<file path="src/rtl/mux_pkg.sv">
// Shared encodings for the mux_arb_n output stage: channel-select modes and
// output-register FSM states.
package mux_pkg;

    localparam logic MODE_FIXED = 1'b0;
    localparam logic MODE_RR    = 1'b1;

    typedef enum logic {
        ST_EMPTY = 1'b0,
        ST_FULL  = 1'b1
    } state_e;

endpackage

</file>
<file path="src/rtl/rr_pick.sv">
// Round-robin priority search: returns the first requesting channel found
// when scanning from ptr upward, wrapping modulo N.
module rr_pick #(
    parameter  int N  = 8,
    localparam int SW = $clog2(N)
) (
    input  logic [N-1:0]  req,
    input  logic [SW-1:0] ptr,
    output logic [SW-1:0] grant_idx,
    output logic          grant_vld
);

    // Scan from the far end back toward ptr so the closest requester wins last.
    always_comb begin
        grant_idx = '0;
        grant_vld = 1'b0;
        for (int i = N - 1; i >= 0; i--) begin
            if (req[(int'(ptr) + i) % N]) begin
                grant_idx = SW'((int'(ptr) + i) % N);
                grant_vld = 1'b1;
            end
        end
    end

endmodule

</file>
<file path="src/rtl/mux_arb_n.sv">
// N-channel mux/arbiter feeding a single registered output word with
// valid/ready handshake. Optional transfer counter under MUX_ARB_STATS_EN.
module mux_arb_n
    import mux_pkg::*;
#(
    parameter  int N  = 8,
    parameter  int W  = 8,
    localparam int SW = $clog2(N)
) (
    input  logic           clk,
    input  logic           rst,
    input  logic           mode,
    input  logic [SW-1:0]  sel,
    input  logic [N-1:0]   in_valid,
    input  logic [N*W-1:0] in_data,
    output logic [N-1:0]   in_ready,
    output logic           out_valid,
    output logic [W-1:0]   out_data,
    output logic [SW-1:0]  out_ch,
    input  logic           out_ready
`ifdef MUX_ARB_STATS_EN
    ,
    output logic [15:0]    xfer_cnt
`endif
);

    state_e        state_q, state_d;
    logic [W-1:0]  data_q, data_d;
    logic [SW-1:0] ch_q, ch_d;
    logic [SW-1:0] ptr_q, ptr_d;

    logic [SW-1:0] rr_idx;
    logic          rr_vld;
    logic          fix_vld;
    logic [SW-1:0] grant_idx;
    logic          grant_vld;
    logic          load_en;
    logic          take;

    rr_pick #(.N(N)) u_rr_pick (
        .req       (in_valid),
        .ptr       (ptr_q),
        .grant_idx (rr_idx),
        .grant_vld (rr_vld)
    );

    always_comb begin
        // sel may exceed N-1 when N is not a power of two; such a select never grants.
        fix_vld   = (int'(sel) < N) && in_valid[sel];
        grant_idx = (mode == MODE_RR) ? rr_idx : sel;
        grant_vld = (mode == MODE_RR) ? rr_vld : fix_vld;
        load_en   = (state_q == ST_EMPTY) || out_ready;
        take      = !rst && load_en && grant_vld;
        in_ready  = take ? (N'(1) << grant_idx) : '0;

        state_d = state_q;
        data_d  = data_q;
        ch_d    = ch_q;
        ptr_d   = ptr_q;
        if (take) begin
            state_d = ST_FULL;
            data_d  = in_data[int'(grant_idx)*W +: W];
            ch_d    = grant_idx;
            if (mode == MODE_RR) begin
                ptr_d = (int'(grant_idx) == N - 1) ? '0 : grant_idx + SW'(1);
            end
        end else if (state_q == ST_FULL && out_ready) begin
            state_d = ST_EMPTY;
        end
    end

    always_ff @(posedge clk) begin
        if (rst) begin
            state_q <= ST_EMPTY;
            data_q  <= '0;
            ch_q    <= '0;
            ptr_q   <= '0;
        end else begin
            state_q <= state_d;
            data_q  <= data_d;
            ch_q    <= ch_d;
            ptr_q   <= ptr_d;
        end
    end

    assign out_valid = (state_q == ST_FULL);
    assign out_data  = data_q;
    assign out_ch    = ch_q;

`ifdef MUX_ARB_STATS_EN
    logic [15:0] cnt_q, cnt_d;

    // Counts output handshakes, sticking at all-ones.
    always_comb begin
        cnt_d = cnt_q;
        if (state_q == ST_FULL && out_ready && cnt_q != 16'hFFFF) begin
            cnt_d = cnt_q + 16'd1;
        end
    end

    always_ff @(posedge clk) begin
        if (rst) begin
            cnt_q <= '0;
        end else begin
            cnt_q <= cnt_d;
        end
    end

    assign xfer_cnt = cnt_q;
`endif

endmodule

</file>
<file path="config.mk">
export PLATFORM = sky130hd
export DESIGN_NAME = mux_arb_n
export DESIGN_NICKNAME = d
export VERILOG_FILES = /design/src/rtl/mux_pkg.sv /design/src/rtl/rr_pick.sv /design/src/rtl/mux_arb_n.sv
export SDC_FILE = /design/constraint.sdc
export NUM_CORES = 1
export LEC_CHECK = 0
export CAP_MARGIN = 10
export CELL_PAD_IN_SITES_DETAIL_PLACEMENT = 0
export CELL_PAD_IN_SITES_GLOBAL_PLACEMENT = 1
export CORE_MARGIN = 10
export CORE_UTILIZATION = 29
export DETAILED_ROUTE_END_ITERATION = 12
export GPL_ROUTABILITY_DRIVEN = 1
export PLACE_DENSITY_LB_ADDON = 0.1
export REMOVE_ABC_BUFFERS = 1
export SKIP_LAST_GASP = 1
export SLEW_MARGIN = 20
export SYNTH_ARGS = -nofsm -noshare
export SYNTH_HDL_FRONTEND = slang
export SYNTH_SLANG_ARGS = --single-unit
</file>
<file path="constraint.sdc">
create_clock -name clk -period 3.5 [get_ports clk]
set_input_delay 0.35 -clock clk [delete_from_list [all_inputs] [get_ports clk]]
set_output_delay 0.35 -clock clk [all_outputs]
set_load 0.03 [all_outputs]
</file>
==> results of run 1 <==
metrics by stage:
stage | hold WS (ns) | std cells
after floorplan | 0.4191 | 325
after global placement | 0.4824 | 604
after detailed placement | 0.4937 | 604
after CTS | 0.5100 | 628
after global routing | 0.5476 | 635
final | 0.5041 | 635
flip-flops by register name, summed over array words and instances (netlist names):
name / cells
out_valid: 1
out_data: 8
ptr_q: 3
out_ch: 3
cells in the mapped netlist, drive strengths merged, types with 2 or more instances:
cell type	instances
nand2	66
a211oi	17
a221oi	2
xnor2	3
a21oi	28
nand2b	2
clkbuf	9
nor2b	3
nor3	11
o2bb2ai	7
mux2	11
nor2	18
buf	18
inv	10
and2	12
a31oi	4
a311oi	7
o21ai	11
ha	3
a211o	10
mux4	10
dfxtp	15
and3	10
a2111oi	8
nand3	11
mux2i	25
power by group through the flow:
stage | registers, uW | clock network, uW | logic (uW)
2_1_floorplan | 292 | 0 | 473
3_3_place_gp | 222 | 0 | 1060
3_5_place_dp | 223 | 0 | 1060
4_1_cts | 221 | 155 | 1210
5_1_grt | 225 | 164 | 1450
6_report | 221 | 151 | 1350
cells in the final DEF (no fill, tap or decap), types with 11 or more instances in the layout:
cell | netlist | routed
a211oi_1 | 16 | 11
a21oi_1 | 28 | 27
and2_1 | 12 | 12
buf_4 | 3 | 83
buf_6 | 4 | 18
clkdlybuf4s50_1 | 0 | 87
dfxtp_1 | 15 | 13
mux2i_1 | 25 | 21
nand2_1 | 66 | 64
nor2_1 | 17 | 12
final cells by class:
class	count	area share, %
multi-input cells	300	52.02
repair buffers	198	37.46
flip-flops and latches	15	6.035
well taps	108	2.693
clock buffers	4	0.8978
inverters	10	0.8978
cells by family after synthesis:
| logic type | after synthesis | synth area share, % |
|---|---|---|
| buf+inv | 37 | 7.226 |
| mux | 46 | 22.76 |
| compound gates | 108 | 30.69 |
| xor+xnor | 3 | 1.690 |
| flops | 15 | 11.26 |
| fa+ha+maj | 3 | 1.408 |
| simple gates | 140 | 24.97 |
routing by layer:
metal	wire length, um	vias up	GRT usage (%)	share of wire, %
met1	5208	1643	21.78	44
li1	-	1688	-	-
met4	103	0	2.085	0.86
met5	0	-	0	0
met3	790	10	3.618	6.6
met2	5865	103	27.08	49
worst max-delay path, cell delays in order (launching register included):
cell and delay, ns:
dfxtp_2 0.35, inv_2 0.06, ha_4 0.29, buf_12 0.11, mux2_2 0.32, mux4_2 0.56, nand3_2 0.11, and4b_4 0.26
o31ai_4 0.06, buf_4 0.14, o21a_4 0.23, buf_6 0.18, nor3_2 0.16, buf_4 0.18
path summary, 6_finish.rpt:
| kind | depth (start not counted) | startpoint | endpoint |
|---|---|---|---|
| setup / recovery | 13 | ptr_q[1] | in_ready[2] |
| hold / removal | 2 | out_ch[0] | out_ch[0] |
| setup reg to reg | 16 | ptr_q[1] | out_data[0] |
| hold reg to reg | 2 | out_ch[0] | out_ch[0] |
timing repair:
| item | CTS | global route |
|---|---|---|
| endpoints found under the setup margin | 18 | 18 |
| gates cloned | 1 | 0 |
| buffers inserted | 19 | 7 |
| gates resized for setup | 65 | 51 |
| pin swaps | 20 | 16 |
==> impl_metrics.env, run 1 <==
export IMPL_rsz0062_at_grt="yes"
export IMPL_setup_viol=8
export IMPL_port_buffers=98
export IMPL_tns_ns=-0.7994
export IMPL_die_area_sq_um=13430
export IMPL_drv_slew=0
export IMPL_end_kind="primary output"
export IMPL_initial_core_util_pct=30.13
export IMPL_clock_sinks=15
export IMPL_grt_pass1_wl_mm=17.88
export IMPL_hold_viol=0
export IMPL_critPathArrivalTime_ns=3.27
export IMPL_cts_htree_levels=1
export IMPL_cp_required_ns=3.15
export IMPL_overflow=0
export IMPL_critPathKind="reg2out"
export IMPL_fin_util_pct=56.70
export IMPL_grt_pass1_vias=3347
export IMPL_fmax_mhz=276.2
export IMPL_yosysTopAreaCellShare_pct=11.26
export IMPL_dpl_hpwl_mm=8.986
export IMPL_cts_tree="done"
export IMPL_tightest_slew_ns=0.5248
export IMPL_synth_area_leader_cell="dfxtp_1"
export IMPL_vias=3444
export IMPL_status="finished with violations"
export IMPL_combPwrFrac_pct=78.4
export IMPL_synth_warnings=0
export IMPL_ys_seq_elements=15
export IMPL_finalPower_uw=1724
export IMPL_skew_ns=0.003155
export IMPL_yosysUniqueCellTypes=58
export IMPL_syn_area_per_cell_sq_um=7.575
export IMPL_synth_area_leaders="dfxtp_1 (11%), mux2i_1 (9.4%), nand2_1 (9.3%)"
export IMPL_violations="negative setup slack"
export IMPL_p_int_uw=976.3
export IMPL_syn_area_sq_um=2666
export IMPL_rows=34
export IMPL_area_growth_pct=88.17
export IMPL_finalInstanceArea_sq_um=5017
export IMPL_synth_cells=352
export IMPL_placed_area_sq_um=4205
export IMPL_path_max_fanout=25
export IMPL_seq_area_sq_um=302.8
export IMPL_remaining_drc_errors=0
export IMPL_hold_path_class="reg2reg"
export IMPL_multi_input_area_sq_um=2610
export IMPL_nFillCells=833
export IMPL_final_setup_worst_slack_ns=-0.1212
export IMPL_cap_viol_max_count=0
export IMPL_seq_area_frac_synth_pct=11.26
export IMPL_finalCritPeriodShare_pct=103.5
export IMPL_synth_edf_count=0
export IMPL_drt_iter0_drc=150
export IMPL_drive_above_1_share_pct=37.38
export IMPL_p_sw_uw=747.5
export IMPL_die_h_um=115.9
export IMPL_drt_wl_total_mm=11.97
export IMPL_grt_use_total_pct=16.36
export IMPL_drt_first_pass_iters=4
export IMPL_slew_headroom_pct=65.01
export IMPL_ys_dominant_reg_cell="dfxtp_1"
export IMPL_drtAntennaViolNets=0
export IMPL_nNetsFinal=610
export IMPL_r2r_setup_slack_ns=0.04
export IMPL_sw_frac_of_total_pct=43.36
export IMPL_core_area_sq_um=8848
export IMPL_clkTransAtPathRegs_ns=0.07
export IMPL_wire_per_inst_um=18.85
export IMPL_leakage_uw=0.002071
export IMPL_clockRootBuffer="clkbuf_8"
export IMPL_clock_latency_ns=0.25
export IMPL_num_antenna_cells=0
export IMPL_cts_made_buffers=3
export IMPL_powerDensity_nw_per_um2=343.6
export IMPL_pre_cts_ws_ns=-0.3136
export IMPL_ctsLongestPathBuffers=2
export IMPL_grt_max_degree=26
export IMPL_antenna_found_initial=0
export IMPL_die_x_um=115.9
export IMPL_min_period_ns=3.621
export IMPL_peakVddDrop_v=0.0002236
export IMPL_start_kind="flop"
export IMPL_hold_buffers=0
export IMPL_io_pins=99
export IMPL_vias_per_cell=5.424
export IMPL_async_flop_share_pct=0
export IMPL_seq_power_share_pct=12.8
export IMPL_clock_power_share_pct=8.8
export IMPL_routabilityCongestion=0.8892
(Power assumes the default switching activity.)
==> run 2, diff against run 1 <==
Settings changed: TNS_END_PERCENT set to 100.
==> results of run 2 <==
Same layout as run 1: the final DEF is identical, and so are final timing and power.
==> run 3, diff against run 2 <==
Settings changed: CTS_CLUSTER_SIZE set to 20, GPL_TIMING_DRIVEN set to 0, PLACE_DENSITY_LB_ADDON 0.1 to 0.25.
==> run 3 against run 2 <==
Compared with the run above:
- the run still ends with negative setup slack left
- clock power is essentially flat
- cell area shrank 11%
- global-route usage grew 0.061 points
- first-iteration DRC count grew 31%
- clock skew shrank 0.0017 ns
- worst setup slack lost 0.074 ns
- flip-flop and latch count is the same
- hold slack gained 0.0037 ns
- fmax shrank 2.0%
- count of clock-buffer cells in the layout shrank 1
- critical path type unchanged
- largest power group unchanged
- highest routed layer unchanged
==> impl_metrics.env, run 3 (same netlist as run 1, synthesis figures left out) <==
export IMPL_cp_num_buf_inv=4
export IMPL_r2r_setup_slack_ns=-0.04
export IMPL_grt_use_total_pct=16.42
export IMPL_setup_viol=10
export IMPL_vias_per_cell=5.572
export IMPL_cp_slowest_cell="mux4_2"
export IMPL_area_growth_pct=67.48
export IMPL_fin_cells=584
export IMPL_initial_core_util_pct=30.13
export IMPL_drt_first_pass_iters=4
export IMPL_final_setup_worst_slack_ns=-0.1950
export IMPL_cts_tree="done"
export IMPL_port_buffers=98
export IMPL_routabilityCongestion=0.8724
export IMPL_layout_common_cells="clkdlybuf4s50_1 (88), nand2_1 (64), buf_4 (38), a21oi_1 (27), mux2i_1 (23)"
export IMPL_slowest_delay_ns=0.52
export IMPL_cp_required_ns=3.15
export IMPL_drtAntennaViolNets=0
export IMPL_overflow=0
export IMPL_critPathKind="reg2out"
export IMPL_dpl_hpwl_mm=7.714
export IMPL_hold_path_class="reg2reg"
export IMPL_die_x_um=115.9
export IMPL_antenna_found_initial=0
export IMPL_remaining_drc_errors=0
export IMPL_hold_viol=0
export IMPL_status="finished with violations"
export IMPL_clock_latency_ns=0.25
export IMPL_core_area_sq_um=8848
export IMPL_cap_viol_max_count=0
export IMPL_clock_sinks=15
export IMPL_layout_commonest_cell="clkdlybuf4s50_1"
export IMPL_wire_per_inst_um=20.28
export IMPL_peakVddDrop_v=0.0001675
export IMPL_slew_headroom_pct=33.30
export IMPL_fmax_mhz=270.6
export IMPL_pre_cts_ws_ns=-2.765
export IMPL_rows=34
export IMPL_io_pins=99
export IMPL_drive_above_1_share_pct=30.04
export IMPL_grt_pass1_wl_mm=17.68
export IMPL_placed_area_sq_um=3623
export IMPL_vias=3254
export IMPL_grt_pass1_vias=3229
export IMPL_leakage_uw=0.001756
export IMPL_min_period_ns=3.695
export IMPL_largest_reg_flops=8
export IMPL_crit_path_cell_trace="clkinvlp_4 > ha_4 > buf_12 > mux2_2 > mux4_2 > a211o_1 > a32o_2 > o22ai_4 > buf_6 > nor3_1 > buf_4"
export IMPL_tightest_slew_ns=1.001
export IMPL_finalCritPeriodShare_pct=105.6
export IMPL_cts_made_buffers=3
export IMPL_violations="negative setup slack"
export IMPL_powerDensity_nw_per_um2=351.2
export IMPL_start_kind="flop"
export IMPL_drv_slew=0
export IMPL_rsz0062_at_grt="yes"
export IMPL_die_h_um=115.9
export IMPL_drt_wl_total_mm=11.84
export IMPL_placedCellCount=531
export IMPL_finalInstanceArea_sq_um=4466
export IMPL_clkTransAtPathRegs_ns=0.07
export IMPL_nNetsFinal=559
export IMPL_critPathArrivalTime_ns=3.35
export IMPL_grt_max_degree=31
export IMPL_num_antenna_cells=0
export IMPL_skew_ns=0.001465
export IMPL_cts_htree_levels=1
export IMPL_finalPower_uw=1568
export IMPL_end_kind="primary output"
export IMPL_path_max_fanout=12
export IMPL_clockRootBuffer="clkbuf_8"
export IMPL_drt_iter0_drc=197
export IMPL_die_area_sq_um=13430
export IMPL_ctsLongestPathBuffers=2
export IMPL_critPathTopFamily="multiplexers"
-- run 3: changes by cell type in the layout (fill, tap and decap cells not counted), moves of 2 or more --
cell       delta
buf_4        -45
buf_6         -7
nor3_4        -5
nor3_2        +4
a2111oi_4     -3
buf_12        -3
nor2_2        +3
a2111oi_2     +2
dfxtp_4       +2
inv_2         -2
mux2_2        +2
mux2_4        -2
mux2i_1       +2
o21ai_1       -2
-- run 3: cell type report --
| class | count | area, sq um |
|---|---|---|
| Clock buffer | 3 | 41.29 |
| Sequential cell | 15 | 309.0 |
| Tap cell | 108 | 135.1 |
| Fill cell | 870 | 4383 |
| Inverter | 10 | 56.30 |
| Timing Repair inverter | 1 | 6.256 |
| Multi-Input combinational cell | 304 | 2549 |
| Clock inverter | 1 | 5.005 |
| Timing Repair Buffer | 142 | 1364 |
-- run 3: worst min-delay path, cell delays in order (launching register included) --
cell and delay, ns:
dfxtp_1 0.33, mux2i_1 0.07, nor2_1 0.07
-- run 3: metal layers --
layer | wire, um | part of all wire [%] | up-vias | GRT usage [%]
met5 | 0 | 0 | - | 0
met4 | 55 | 0.46 | 0 | 3.086
met3 | 769 | 6.5 | 6 | 3.256
met2 | 5769 | 49 | 92 | 26.36
met1 | 5250 | 44 | 1559 | 22.37
li1 | - | - | 1597 | -
-- run 3: repair_timing --
item                                    4_1_cts  5_1_grt
setup buffers                                39        5
pin swaps                                    20       23
hold buffers                                  0        0
endpoints found under the setup margin       23       18
hold endpoints to repair                      0        0
resized for setup                           113       39
cloned                                        3        3
-- run 3: power by group --
| group | switching (uW) | internal (uW) |
|---|---|---|
| logic | 626 | 562 |
| clock network | 72.6 | 79.0 |
| registers | 25.1 | 203 |
| total | 724 | 844 |
-- run 3: stage by stage --
stage | hold WS (ns) | TNS [ns] | util [%]
after floorplan | 0.4191 | -31.04 | -
after global placement | 0.4843 | -58.51 | 40.99
after detailed placement | 0.4959 | -46.77 | 40.95
after CTS | 0.5102 | -1.745 | 47.81
after global routing | 0.5554 | -4.039 | 50.47
final | 0.5077 | -1.454 | 50.47
-- run 3: final timing paths --
kind,start,to,depth (start not counted)
setup reg to reg,ptr_q[0],out_data[4],14
hold / removal,out_ch[0],out_ch[0],2
hold reg to reg,out_ch[0],out_ch[0],2
setup / recovery,ptr_q[0],in_ready[5],11
